**src/rtl/rs_omega_shift_seq.sv**
```systemverilog
// Sequential omega-polynomial shifter for the RS decoder back end: accepts one
// T2-symbol omega vector, shifts it down STEP symbols per enabled cycle and presents the low OUT_N.
module rs_omega_shift_seq #(
    parameter int SYM_W   = 8,
    parameter int T2      = 16,
    parameter int OUT_N   = 8,
    parameter int SHIFT_W = 5,
    parameter int STEP    = 1
) (
    input  logic                     CLK,
    input  logic                     RESET,
    input  logic                     enable,
    input  logic                     in_valid,
    output logic                     in_ready,
    input  logic [T2*SYM_W-1:0]      omega_in,
    input  logic [SHIFT_W-1:0]       numShifted,
    output logic                     out_valid,
    input  logic                     out_ready,
    output logic [OUT_N*SYM_W-1:0]   omegaShifted,
    output logic                     shift_err
);

    localparam int MIN_SH = T2 - OUT_N;
    localparam logic [SHIFT_W-1:0] STEP_W = SHIFT_W'(STEP);

    typedef enum logic [1:0] {
        ST_IDLE  = 2'd0,
        ST_SHIFT = 2'd1,
        ST_HOLD  = 2'd2
    } state_t;

    state_t                 state_r;
    logic [T2*SYM_W-1:0]    win_r;
    logic [SHIFT_W-1:0]     rem_r;
    logic                   err_r;

    logic [T2*SYM_W-1:0]    winShifted_s;
    logic [SHIFT_W-1:0]     shAmt_s;
    logic                   lastShift_s;
    logic                   inRange_s;

    // Move every symbol down by amt positions, zero-filling the vacated top symbols.
    function automatic logic [T2*SYM_W-1:0] shiftDown(input logic [T2*SYM_W-1:0] w,
                                                      input logic [SHIFT_W-1:0]  amt);
        logic [T2*SYM_W-1:0] res;
        res = '0;
        for (int k = 0; k < T2; k++) begin
            if (k + int'(amt) < T2) begin
                res[k*SYM_W +: SYM_W] = w[(k + int'(amt))*SYM_W +: SYM_W];
            end else begin
                res[k*SYM_W +: SYM_W] = {SYM_W{1'b0}};
            end
        end
        return res;
    endfunction

    // Range check of the incoming shift and the size of this cycle's shift step.
    always_comb begin
        inRange_s    = (int'(numShifted) >= MIN_SH) && (int'(numShifted) <= T2 - 1);
        lastShift_s  = (int'(rem_r) <= STEP);
        if (lastShift_s) begin
            shAmt_s = rem_r;
        end else begin
            shAmt_s = STEP_W;
        end
        winShifted_s = shiftDown(win_r, shAmt_s);
    end

    // Control FSM with registered handshake and result outputs; enable freezes everything.
    always_ff @(posedge CLK or negedge RESET) begin
        if (!RESET) begin
            state_r      <= ST_IDLE;
            win_r        <= '0;
            rem_r        <= '0;
            err_r        <= 1'b0;
            in_ready     <= 1'b1;
            out_valid    <= 1'b0;
            omegaShifted <= '0;
            shift_err    <= 1'b0;
        end else if (enable) begin
            case (state_r)
                ST_IDLE: begin
                    if (in_valid) begin
                        in_ready <= 1'b0;
                        if (inRange_s) begin
                            win_r   <= omega_in;
                            rem_r   <= numShifted;
                            err_r   <= 1'b0;
                            state_r <= ST_SHIFT;
                        end else begin
                            // Bad shift amount: skip shifting and report an all-zero result.
                            win_r        <= '0;
                            rem_r        <= '0;
                            err_r        <= 1'b1;
                            state_r      <= ST_HOLD;
                            out_valid    <= 1'b1;
                            omegaShifted <= '0;
                            shift_err    <= 1'b1;
                        end
                    end
                end
                ST_SHIFT: begin
                    win_r <= winShifted_s;
                    if (lastShift_s) begin
                        rem_r        <= '0;
                        state_r      <= ST_HOLD;
                        out_valid    <= 1'b1;
                        omegaShifted <= winShifted_s[OUT_N*SYM_W-1:0];
                        shift_err    <= err_r;
                    end else begin
                        rem_r <= rem_r - STEP_W;
                    end
                end
                ST_HOLD: begin
                    if (out_ready) begin
                        state_r      <= ST_IDLE;
                        in_ready     <= 1'b1;
                        out_valid    <= 1'b0;
                        omegaShifted <= '0;
                        shift_err    <= 1'b0;
                    end
                end
                default: begin
                    state_r      <= ST_IDLE;
                    in_ready     <= 1'b1;
                    out_valid    <= 1'b0;
                    omegaShifted <= '0;
                    shift_err    <= 1'b0;
                end
            endcase
        end
    end

endmodule
```
**config.mk**
```make
export PLATFORM = sky130hd
export DESIGN_NAME = rs_omega_shift_seq
export DESIGN_NICKNAME = d
export VERILOG_FILES = /design/src/rtl/rs_omega_shift_seq.sv
export SDC_FILE = /design/constraint.sdc
export NUM_CORES = 1
export LEC_CHECK = 0
export CAP_MARGIN = 10
export CORE_MARGIN = 1.5
export CORE_UTILIZATION = 48
export CTS_CLUSTER_DIAMETER = 100
export CTS_CLUSTER_SIZE = 16
export DETAILED_ROUTE_END_ITERATION = 10
export GPL_TIMING_DRIVEN = 0
export HOLD_SLACK_MARGIN = 0.15
export MAX_ROUTING_LAYER = met4
export PLACE_DENSITY = 0.74
export SLEW_MARGIN = 20
export SYNTH_ARGS = -nofsm -noshare
export SYNTH_HDL_FRONTEND = slang
export SYNTH_SLANG_ARGS = --single-unit
```
**constraint.sdc**
```tcl
create_clock -name CLK -period 2.93 [get_ports CLK]
set_input_delay 0.293 -clock CLK [delete_from_list [all_inputs] [get_ports CLK]]
set_output_delay 0.293 -clock CLK [all_outputs]
set_load 0.1 [all_outputs]
```
==> impl_metrics.env <==
export IMPL_status="finished clean"
export IMPL_hp_start="enable"
export IMPL_p_per_area_nw_per_um2=1243
export IMPL_p_leak_nw=5.887
export IMPL_gr_max_usage_layer="met2"
export IMPL_num_antenna_cells=0
export IMPL_synth_cell_type_count=46
export IMPL_tightest_slew_ns=1.011
export IMPL_wl_per_cell_um=22.60
export IMPL_vias=11270
export IMPL_groute_layer_met2_usage_pct=52.57
export IMPL_total_power_mw=17.89
export IMPL_synth_area_top_cells="dfrtp_1 44%, a21oi_1 12%, mux2_2 8.2%"
export IMPL_core_area_um2=23400
export IMPL_synth_top_cell_by_area="dfrtp_1"
export IMPL_crit_fanout=10
export IMPL_ys_seq_area_share_pct=44.39
export IMPL_root_buffer="clkbuf_16"
export IMPL_die_area_um2=24780
export IMPL_cap_violations=0
export IMPL_async_flop_share_pct=100.0
export IMPL_place_gp_congestion=0.9797
export IMPL_grt_pass1_vias=10980
export IMPL_rsz0062_at_grt="false"
export IMPL_synth_cell_area_um2=11450
export IMPL_holdWs_ns=0.2699
export IMPL_drt_total_wl_mm=42.09
export IMPL_drive_gt1_share_pct=9.916
export IMPL_drc_errors=0
export IMPL_syn_area_per_cell_um2=8.678
export IMPL_drtIter0Drc=1002
export IMPL_worst_setup_path_type="flip-flop to flip-flop"
export IMPL_tritoncts="built"
export IMPL_start_util_pct=48.91
export IMPL_yosysTopAreaCellShare_pct=44.16
export IMPL_fin_skew_ns=0.02411
export IMPL_post_route_min_period_ns=2.814
export IMPL_clock_sinks=203
export IMPL_grt_usage_pct=35.16
export IMPL_hpwl_mm=31.58
export IMPL_hold_viol_final=0
export IMPL_slew_headroom_pct=32.39
export IMPL_max_clock_freq_mhz=355.4
export IMPL_firstDrtPassIters=7
export IMPL_die_h_um=157.4
export IMPL_area_growth_pct=25.77
export IMPL_timing_rr_start="rem_r[2]$_DFFE_PN0P_"
export IMPL_cp_startpoint="rem_r[2]$_DFFE_PN0P_"
export IMPL_cts_htree_levels=1
export IMPL_cts_made_buffers=16
export IMPL_met1_usage_pct=48.54
export IMPL_startpoint_type="flip-flop"
export IMPL_ys_warn_count=0
export IMPL_synth_common_cells="269 x a21oi_1, 203 x nand2_1, 202 x dfrtp_1"
export IMPL_grt_first_pass_wirelength_mm=64.05
export IMPL_syn_nets=1459
export IMPL_synth_edff_count=0
export IMPL_place_ws_ns=-0.1263
export IMPL_post_route_util_pct=61.51
export IMPL_portBuffers=203
export IMPL_io_pins=205
export IMPL_final_net_count=1683
export IMPL_grt_overflow_total=0
export IMPL_cp_end_kind="flip-flop"
export IMPL_antenna_left=0
export IMPL_vdd_ir_drop_max_mv=0.7086
export IMPL_row_count=56
export IMPL_vias_per_cell=6.053
export IMPL_maxSlewViolCount=0
export IMPL_use_met3_pct=6.388
export IMPL_worstPathArrival_ns=3.16
export IMPL_ys_ff_latch=203
export IMPL_synthCells=1319
export IMPL_setup_viol=0
export IMPL_cts_path_max_buffers=3
export IMPL_yosysMostFrequentCell="a21oi_1"
export IMPL_fin_ws_ns=0.1162
export IMPL_ys_flop_type="dfrtp_1"
export IMPL_period_share_pct=96.04
export IMPL_grt_max_degree=82
export IMPL_antenna_found_initial=0
export IMPL_clk_pin_slew_worst_paths_ns=0.08
export IMPL_hp_class="primary input to flip-flop"
export IMPL_die_width_um=157.4
export IMPL_crit_required_ns=3.28
export IMPL_clk_latency_ns=0.49
[critical path, stage by stage (launching register included)]
cell and delay, ns:
dfrtp_1 0.46, or3_1 0.36, buf_2 0.18, nor3_4 0.32, buf_4 0.28, buf_4 0.24, mux2_2 0.34, o21ai_0 0.40
o21ai_1 0.12
[per-stage QoR]
step,setup TNS (ns),instances,area (um^2)
after detailed placement,-0.3088,1843,13940
after floorplan,0,1319,11450
final,0,1862,14400
after global routing,0,1862,14400
after global placement,-1423.92,1841,13880
after CTS,0,1862,14380
[layer usage]
metal | part of all wire (%) | wire (um)
met2 | 45 | 19070
met4 | 3.0 | 1281
met5 | 0 | 0
met1 | 43 | 18080
met3 | 8.7 | 3651
[state kept, by name, indices dropped and copies added, names as in the netlist]
register      count
omegaShifted     64
in_ready          1
rem_r             5
err_r             1
state_r           2
out_valid         1
win_r           128
shift_err         1
[logic make-up after synthesis]
kind of cell	after synthesis	share of synthesized area, %
compound gates	509	24.97
simple gates	336	11.87
flops	203	44.39
mux	150	14.02
buf+inv	119	4.526
fa+ha+maj	2	0.2186
[cell type report]
cell class / count / area (um^2)
fill: 2137 / 9007
buffer: 114 / 504.2
sequential: 203 / 5081
multi-input combinational: 997 / 5857
clock inverter: 1 / 7.507
timing repair buffer: 206 / 2102
clock buffer: 17 / 425.4
inverter: 5 / 18.77
tap: 319 / 399.1
[path summary, 6_finish.rpt]
| path | end | slack [ns] | cells past startpoint |
|---|---|---|---|
| hold / removal | in_ready$_DFFE_PN1P_ | 0.27 | 3 |
| setup reg to reg | omegaShifted[51]$_DFFE_PN0P_ | 0.12 | 8 |
| setup / recovery | omegaShifted[51]$_DFFE_PN0P_ | 0.12 | 8 |
| hold reg to reg | in_ready$_DFFE_PN1P_ | 0.47 | 2 |
| max in group asynchronous | win_r[56]$_DFFE_PN0P_ | 1.45 | 4 |
| min in group asynchronous | omegaShifted[8]$_DFFE_PN0P_ | 0.39 | 2 |
[power breakdown]
part           switching, mW  internal (mW)
clock                   1.02           1.03
combinational           6.67           3.68
sequential              1.51           3.98
total                   9.20           8.70
[layout by cell type (no fill, tap or decap), types with 13 or more instances in the layout]
cell and count:
clkdlybuf4s50_1 202, mux2_2 83, clkbuf_16 17, o21ai_1 16, nand2_1 203, buf_2 30, o22a_1 13, o21ai_0 132
clkbuf_1 64, a21oi_1 269, a221oi_1 17, dfrtp_1 202, nor2_1 91, mux2i_1 67, a22oi_1 26
[repair_timing]
action                                 CTS  global route
gates resized for setup                  1            11
endpoints found under the hold margin   79             0
buffers inserted                         0             0
setup endpoints to repair                8            34
gates cloned                             0             0
hold buffers                             1             0
(Power assumes the default switching activity.)
